$ cat src/rtl/poci_master_if.sv
// poci_master_if: POCI widths package and initiator/completer interface.
package pk_poci;
  localparam int addr_width = 32;
  localparam int data_width = 32;
endpackage

interface if_poci;
  logic [pk_poci::addr_width-1:0] paddr;
  logic                           pwrite;
  logic                           psel;
  logic                           penable;
  logic [pk_poci::data_width-1:0] pwdata;
  logic [pk_poci::data_width-1:0] prdata;
  logic                           pready;
  logic                           pslverr;
  modport n (output paddr, pwrite, psel, penable, pwdata, input prdata, pready, pslverr);
endinterface

$ cat src/rtl/poci_master.sv
// poci_master: single-outstanding POCI initiator bridging a valid/ready host request to SETUP/ACCESS phases.
module poci_master import pk_poci::*; #(
  parameter int TIMEOUT = 16
) (
  input  logic                  pclk,
  input  logic                  presetn,
  input  logic                  req_valid,
  output logic                  req_ready,
  input  logic                  req_write,
  input  logic [addr_width-1:0] req_addr,
  input  logic [data_width-1:0] req_wdata,
  output logic                  resp_valid,
  output logic [data_width-1:0] resp_rdata,
  output logic                  resp_err,
  if_poci.n                     bus
);
  localparam int CW = TIMEOUT > 1 ? $clog2(TIMEOUT) : 1;
  typedef enum logic [1:0] {IDLE, SETUP, ACCESS, RESP} state_t;
  state_t state, nxt;
  logic [CW-1:0] cnt;
  logic done;
  always_comb begin
    done = state == ACCESS && (bus.pready || (TIMEOUT > 0 && cnt == CW'(TIMEOUT - 1)));
    nxt = state == IDLE   ? (req_valid ? SETUP : IDLE) :
          state == SETUP  ? ACCESS :
          state == ACCESS ? (done ? RESP : ACCESS) : IDLE;
    req_ready = state == IDLE;
    resp_valid = state == RESP;
    bus.psel = state == SETUP || state == ACCESS;
    bus.penable = state == ACCESS;
  end
  always_ff @(posedge pclk) begin
    if (!presetn) begin
      state <= IDLE;
      cnt <= '0;
      bus.paddr <= '0;
      bus.pwrite <= 1'b0;
      bus.pwdata <= '0;
      resp_rdata <= '0;
      resp_err <= 1'b0;
    end else begin
      state <= nxt;
      cnt <= state == ACCESS ? cnt + CW'(!bus.pready) : '0;
      if (state == IDLE && req_valid) begin
        bus.paddr <= req_addr;
        bus.pwrite <= req_write;
        bus.pwdata <= req_wdata;
      end
      // a timeout completes with an error and no data
      if (done) begin
        resp_rdata <= bus.pready && !bus.pwrite ? bus.prdata : '0;
        resp_err <= bus.pready ? bus.pslverr : 1'b1;
      end
    end
  end
endmodule

$ cat src/flat_wrapper.sv
// flat-port wrapper written by rule: the top's interface ports become plain ports
module poci_master_flat import pk_poci::*;
#(
  parameter int TIMEOUT = 16
)
  (pclk, presetn, req_valid, req_ready, req_write, req_addr, req_wdata, resp_valid, resp_rdata, resp_err, bus_paddr, bus_pwrite, bus_psel, bus_penable, bus_pwdata, bus_prdata, bus_pready, bus_pslverr);
  if_poci bus_i ();
  input  logic pclk;
  input  logic presetn;
  input  logic req_valid;
  output logic req_ready;
  input  logic req_write;
  input  logic [addr_width-1:0] req_addr;
  input  logic [data_width-1:0] req_wdata;
  output logic resp_valid;
  output logic [data_width-1:0] resp_rdata;
  output logic resp_err;
  output wire logic [$bits(bus_i.paddr)-1:0] bus_paddr;
  output wire logic [$bits(bus_i.pwrite)-1:0] bus_pwrite;
  output wire logic [$bits(bus_i.psel)-1:0] bus_psel;
  output wire logic [$bits(bus_i.penable)-1:0] bus_penable;
  output wire logic [$bits(bus_i.pwdata)-1:0] bus_pwdata;
  input wire logic [$bits(bus_i.prdata)-1:0] bus_prdata;
  input wire logic [$bits(bus_i.pready)-1:0] bus_pready;
  input wire logic [$bits(bus_i.pslverr)-1:0] bus_pslverr;
  assign bus_paddr = bus_i.paddr;
  assign bus_pwrite = bus_i.pwrite;
  assign bus_psel = bus_i.psel;
  assign bus_penable = bus_i.penable;
  assign bus_pwdata = bus_i.pwdata;
  assign bus_i.prdata = bus_prdata;
  assign bus_i.pready = bus_pready;
  assign bus_i.pslverr = bus_pslverr;
  poci_master #(.TIMEOUT(TIMEOUT)) u_core (.pclk(pclk), .presetn(presetn), .req_valid(req_valid), .req_ready(req_ready), .req_write(req_write), .req_addr(req_addr), .req_wdata(req_wdata), .resp_valid(resp_valid), .resp_rdata(resp_rdata), .resp_err(resp_err), .bus(bus_i));
endmodule
$ cat config.mk
export PLATFORM = sky130hd
export DESIGN_NAME = poci_master_flat
export DESIGN_NICKNAME = d
export VERILOG_FILES = /design/src/rtl/poci_master_if.sv /design/src/rtl/poci_master.sv /design/src/flat_wrapper.sv
export SDC_FILE = /design/constraint.sdc
export NUM_CORES = 1
export LEC_CHECK = 0
export ABC_AREA = 1
export ABC_CLOCK_PERIOD_IN_PS = 1760
export CAP_MARGIN = 20
export CORE_ASPECT_RATIO = 1.25
export CORE_MARGIN = 3
export CORE_UTILIZATION = 40
export DETAILED_ROUTE_END_ITERATION = 10
export GPL_ROUTABILITY_DRIVEN = 0
export HOLD_SLACK_MARGIN = 0.03
export PLACE_DENSITY = 0.91
export SETUP_SLACK_MARGIN = 0.5
export SYNTH_ARGS = -nofsm -noshare
export SYNTH_HDL_FRONTEND = slang
export SYNTH_SLANG_ARGS = --single-unit
$ cat constraint.sdc
create_clock -name pclk -period 1.76 [get_ports pclk]
set_input_delay 0.264 -clock pclk [delete_from_list [all_inputs] [get_ports pclk]]
set_output_delay 0.264 -clock pclk [all_outputs]
set_load 0.03 [all_outputs]
==> key figures <==
Outcome
  • Outcome: completed

Placed design
  • Worst slack, placed: approximately 0.028 ns
  • Cells after DPL: 841
  • HPWL after detailed placement: approximately 9000 microns
  • I/O Buffers: 203

Floorplanning
  • Die Span Y: 118 microns
  • Row cnt: 40
  • I/O pin cnt: roughly 200
  • DIE AREA: 11,200 sq um
  • CORE AREA: 9660 sq um
  • Initial Util: 41.3%
  • Die extent in x: 95.3 microns

Run
  • Maxcap violations: 0

Critical path
  • Critical path arrival: 1.16 ns
  • Setup crit start kind: register
  • Kind of critical path: reg -> out
  • Reg2reg setup slack: 0.35 ns
  • Worst R2R End: u_core.resp_rdata[27]
  • Critical Path Sink Type: output pin
  • R2r startpoint: u_core.state[1]
  • Worst EP required: 1.50 ns
  • Reg2Reg Depth: 6
  • CP max FO: 3

Detailed routing
  • Routed vias: approximately 4,900
  • Via-to-Cell Ratio: 5.43
  • Drt pass-1 iters: 5
  • Post-route antenna net violation count: 0
  • Iteration-0 DRC Markers: 298
  • Routed WL: 18,000 microns
  • Drc violations: 0
  • Post-DR wirelength/cell: 19.9 microns

GRT
  • Congestion Overflow GR: 0
  • Total track usage: around a quarter
  • Largest net degree at the start of global routing: 53
  • Initial antenna violation count: 0
  • First-pass GRT wire length: 22,300 microns
  • Met2 GRT Util: 46.3%
  • Vias in the first global route: roughly 4,700
  • GRT met3 Usage: under 10%
  • Met1 Track Usage GR: 25.8%
  • Busiest grt layer: met2

Timing
  • RSZ-0062 raised after global routing: true
  • Final max-slew violation count: 0
  • Final min period: 1.42 ns
  • Fmax: between 700 and 800 MHz
  • Setup TNS: 0 ns
  • Hold Fails Final Rpt: 0
  • Period Utilization, post-route: 80.7%
  • Slew HR: roughly 50%
  • Pin slew with the least headroom to its limit: around 0.75 ns
  • Post-Route Skew: 0.00458 ns
  • Setup Viol. Count Final: 0
  • Final worst slack: 0.341 ns

Layout
  • Area delta synth->final: 97.9%
  • Non-filler cells, final: 907
  • Antenna Cells: 0
  • Layout Nets: 884
  • Share of post-route cells with drive strength above 1: 46.4%
  • Number of fillers in the final layout: ~540

Power and ir drop
  • IR drop worst, VDD: 632 uV
  • Power density cells: around 810 nW/um^2
  • Final Power: 6.42 mW
  • Leakage: around 3.4 nW

Clock network
  • Root Buffer: clkbuf_16
  • CTS sink count: between 100 and 150
  • Maximum clock path buffer count: 2
  • Clk Latency, worst-skew pair: between 0.3 and 0.4 ns
  • Clock-pin slew on the worst setup and hold paths: 0.07 ns
  • H-Tree Level Count: 3
  • Hold_buf cts: 0
  • CTS Buf Count: 9
  • CTS tree: yes

Synthesis
  • Synthesized flop and latch total: 104
  • Distinct cells, synth: 16
  • Seq/Total Area, Yosys: 52.2%
  • Avg Cell Area, Syn: 7.37 sq um
  • Synth Instances: 541
  • Synth top area share: 52.2%
  • Yosys warns: 0
  • Cell type with the largest total area after synthesis: dfxtp_1
  • Top post-synthesis cells by area: dfxtp_1 (52%), nor2_1 (16%), o21ai_0 (8.3%)
  • Post-synthesis instance area: 3990 sq um
  • Syn nets: ~650

Worst hold path
  • HP Start: u_core.bus.paddr[26]
  • Cell count of the worst hold path: 2
  • Hold Crit Class: reg -> reg
  • Hold Path Sink: u_core.bus.paddr[26]
## metrics by stage
step | cell area (sq um) | utilization [%] | hold slack (ns)
after floorplan | 4080 | - | 0.410
after global placement | 6160 | 63.8 | 0.436
after detailed placement | 6160 | 63.8 | 0.459
after CTS | 7010 | 72.5 | 0.467
after global routing | 7890 | 81.7 | 0.508
final | 7890 | 81.7 | 0.487
## how the worst max path moves through the flow
stage / to / start / depth (start not counted)
6_report: bus_psel / u_core.state[0] / 3
5_1_grt: u_core.resp_rdata[27] / u_core.state[1] / 6
4_1_cts: bus_psel / u_core.state[0] / 3
3_5_place_dp: u_core.resp_rdata[1] / bus_pready / 7
3_3_place_gp: u_core.resp_rdata[4] / bus_pready / 7
2_1_floorplan: u_core.bus.paddr[12] / u_core.state[1] / 8
## critical path: stages, from the launching register on
cell and delay, ns:
dfxtp_4 0.37, inv_4 0.05, ha_4 0.26, buf_6 0.13
## area by class of cell
type | count | area, sq um | share of cell area (%)
multi-input cells | 385 | 2530 | 32.1
well taps | 126 | 158 | 2.00
clock buffers | 12 | 267 | 3.38
repair buffers | 264 | 2730 | 34.6
clock inverters | 4 | 51.3 | 0.650
flip-flops and latches | 104 | 2100 | 26.6
inverters | 12 | 57.6 | 0.730
## report_power, final
group	switching [mW]	total, mW	leakage, nW	internal (mW)
registers	0.109	2.59	0.858	2.49
clock network	0.921	2.14	0.155	1.22
logic	0.911	1.69	2.36	0.776
total	1.94	6.42	3.38	4.48
## Yosys cell counts
library cell    n
buf_2          16
inv_1          12
xnor2_1         1
a21oi_1        32
buf_1           5
o21ai_2         1
a21boi_0        1
o21ai_0        66
buf_4           3
nand3_1        32
nand2_1        72
ha_1            6
dfxtp_1       104
or2_2           1
clkbuf_1       17
nor2_1        172
## state kept, by name (all words and copies together) (netlist names)
| register | cells |
|---|---|
| u_core.state | 2 |
| u_core.bus.paddr | 32 |
| u_core.cnt | 4 |
| u_core.resp_rdata | 32 |
| u_core.resp_err | 1 |
| u_core.bus.pwrite | 1 |
| u_core.bus.pwdata | 32 |
## kinds of logic after synthesis
family | after synthesis | share of synthesized area (%)
xor gates and xnor gates | 1 | 0.220
adders and majority gates | 6 | 1.88
buffers and inverters | 53 | 5.78
and+or+nand+nor | 277 | 27.2
AOI/OAI and AO/OA | 100 | 12.7
DFF | 104 | 52.2
## layout by cell type, fill, tap and decap left out, types with 6 or more instances in the layout
master | netlist | routed
buf_2 | 16 | 90
o21ai_2 | 1 | 49
nand3_1 | 32 | 16
nor2_2 | 0 | 36
buf_4 | 3 | 12
nand2_2 | 0 | 6
buf_6 | 0 | 8
nor2_1 | 172 | 108
a21oi_2 | 0 | 16
buf_8 | 0 | 6
dfxtp_1 | 104 | 97
a21oi_1 | 32 | 12
clkbuf_16 | 0 | 22
nand3_2 | 0 | 16
nor2_4 | 0 | 28
buf_16 | 0 | 9
clkdlybuf4s15_2 | 0 | 6
o21ai_1 | 0 | 11
clkdlybuf4s50_1 | 0 | 99
nand2_1 | 72 | 63
buf_12 | 0 | 17
inv_1 | 12 | 8
o21ai_4 | 0 | 8
## metal layers
metal | part of all wire (%) | vias to the layer above
met3 | 8.8 | 65
li1 | - | 2218
met2 | 53 | 299
met1 | 35 | 2345
met5 | 0 | -
met4 | 3.6 | 0
## what timing repair did
item,4_1_cts,5_1_grt
endpoints found under the setup margin,201,170
setup buffers,15,9
cloned,9,17
pin swaps,9,50
resized for setup,433,364
Power figures use the tool's default switching activity.
==> RTL edit: new RTL, config.mk and constraints unchanged <==
The 4 states of `state_t` get a one-hot encoding in 4 bits.
--- a/src/rtl/poci_master.sv
+++ b/src/rtl/poci_master.sv
@@ -16,5 +16,5 @@
 );
   localparam int CW = TIMEOUT > 1 ? $clog2(TIMEOUT) : 1;
-  typedef enum logic [1:0] {IDLE, SETUP, ACCESS, RESP} state_t;
+  typedef enum logic [3:0] {IDLE = 4'b0001, SETUP = 4'b0010, ACCESS = 4'b0100, RESP = 4'b1000} state_t;
   state_t state, nxt;
   logic [CW-1:0] cnt;
Formal check against the unedited RTL: no difference found for any inputs over 10 cycles, from zero or initial values and one cycle with presetn low; not proved beyond that.
==> RTL edit against the original RTL <==
  * Power fell by 3.7%
  * Combinational power fell by 9%
  * Sequential cell count up 2
  * Cell area up 0.13%
  * First-iteration DRC count fell by 1.7%
  * Synthesized area up 5.5%
  * Global-route usage rose by 0.66 points
  * Routed wire length grew 1.9%
  * Worst setup slack lost 0.15 ns
  * Critical path type is now reg2reg
  * Sequential share of layout area up 0.39 points
==> RTL edit: results (changes against the original RTL) <==
status:
  status: "complete, no violations"  # unchanged
power:
  ir_drop_uv: 550  # was 632 µV
  leakage_nw: 3.46  # was 3.38 nW
worst_setup_path:
  crit_type: "reg2reg"  # was reg2out
  r2r-end: "u_core.resp_rdata[31]"  # was u_core.resp_rdata[27]
  arrival_ns: 1.84  # was 1.16 ns
  worst-r2r-setup-slack_ns: 0.19  # was 0.35 ns
  critical_path.startpoint: "u_core.state[3]"  # was u_core.state[0]
  cp_max_fo: 8  # was 3
  reg2reg_depth: 10  # was 6
placed_design:
  dp_hpwl_um: 9290  # was 8960 µm
  pre_cts_slack_ns: 0.0847  # was 0.0278 ns
  io_buffers: 203  # unchanged
clocking:
  htree_levels: 3  # unchanged
  clk_latency_ns: 0.35
  ctsRootBufferMaster: "clkbuf_16"  # unchanged
sta:
  final.min_clock_period_ns: 1.57  # was 1.42 ns
  tightest_slew_ns: 0.728  # was 0.755 ns
  hold_ws_ns: 0.469  # was 0.487 ns
global_route:
  grt_pass1_vias: 4735  # was 4691
  grt_max_degree: 66  # was 53
  grtUsageTotal_pct: 25.8  # was 25.1%
  grt_pass1_wl_um: 24300  # was 22300 µm
synth:
  synth_common_cells: "nand2_1, dfxtp_1, a21oi_1"  # was nor2_1, dfxtp_1, nand2_1
  yosys.cell_types.count: 22  # was 16
  synth_nets: 668  # was 649
  synth_area_leaders: "dfxtp_1, nand2_1, a21oi_1, nand3_1, nor2_1"  # was dfxtp_1, nor2_1, o21ai_0, nand2_1, a21oi_1
  seq_area_frac_synth_pct: 50.5  # was 52.2%
routing:
  drt_pre_antenna_iters: 4  # was 5
  routedWlPerCell_um: 19.9  # about the same
  first_iter_violations: 293  # was 298
  vias: 5087  # was 4927
finish:
  fin_nets: 895  # was 884
  insertedDiodeCount: 0  # unchanged
  final_layout_size_suffix_gt1_share_pct: 42.3  # was 46.4%
worst_hold_path:
  hold_start: "u_core.bus.pwdata[5]"  # was u_core.bus.paddr[26]
RTL edit: changes by cell type in the layout (fill, tap and decap cells not counted), moves of 9 or more:
cell | before | now
nand3_1 | 16 | 74
o21ai_1 | 11 | 0
nand2_1 | 63 | 77
clkbuf_16 | 22 | 13
nand2_4 | 2 | 43
a21oi_2 | 16 | 54
nand2_2 | 6 | 17
a21oi_1 | 12 | 39
nor2_4 | 28 | 5
nor2_1 | 108 | 48
o21ai_2 | 49 | 0
inv_1 | 8 | 18
nor2_2 | 36 | 3
RTL edit: where the power goes:
group	internal (mW)	total (mW)	switching, mW
clock	1.14	2.06	0.916
sequential	2.50	2.59	0.0900
combinational	0.727	1.54	0.813
RTL edit: cell families (layout without fill, tap and decap cells):
group           count (synthesis)  count (layout)  synth area share, %
compound gates                 97              97                 11.8
xor+xnor                        1               1                0.208
fa+ha+maj                       2               2                0.595
buf+inv                        66             298                 7.53
flops                         106             106                 50.5
simple gates                  292             292                 29.4
RTL edit: how the worst min path moves through the flow:
| stage | to | cells after the start |
|---|---|---|
| detailed placement | u_core.bus.pwdata[2] | 2 |
| finish | u_core.bus.pwdata[5] | 2 |
| CTS | u_core.bus.pwdata[20] | 2 |
| global placement | u_core.bus.paddr[23] | 2 |
| floorplan | u_core.bus.paddr[0] | 2 |
| global route | u_core.bus.pwdata[14] | 2 |
RTL edit: metrics by stage:
step	power (mW)	cells	utilization, %	instance area, µm²
floorplan	3.13	564	-	4210
global placement	3.63	863	62.4	6340
detailed placement	3.66	863	62.4	6340
CTS	6.04	913	73.8	7500
global route	6.38	925	77.8	7900
finish	6.19	925	77.8	7900
RTL edit: layout make-up:
cell class,count,area [µm²]
repair inverters,1,3.75
inverters,20,80.1
repair buffers,261,2650
multi-input cells,392,2570
flip-flops and latches,106,2130
clock buffers,10,239
well taps,129,161
fillers,667,2260
clock inverters,6,66.3
RTL edit: metal layers:
layer / up-vias / track usage [%] / part of all wire [%]
met5: - / 0 / 0
met4: 0 / 9.00 / 3.9
met3: 71 / 7.27 / 7.4
met2: 289 / 49.3 / 55
met1: 2412 / 26.6 / 34
li1: 2315 / - / -
RTL edit: what timing repair did:
item,in CTS,in global routing
buffers inserted,18,8
setup endpoints to repair,200,172
pin swaps,14,51
cloned,16,4
gates resized for setup,477,268
RTL edit: critical path: cells and delay by family, from the launching register on:
kind	cells	cell delay, ns
buffers and inverters	5	0.57
AND/OR/NAND/NOR	5	0.54
flip-flops	1	0.36
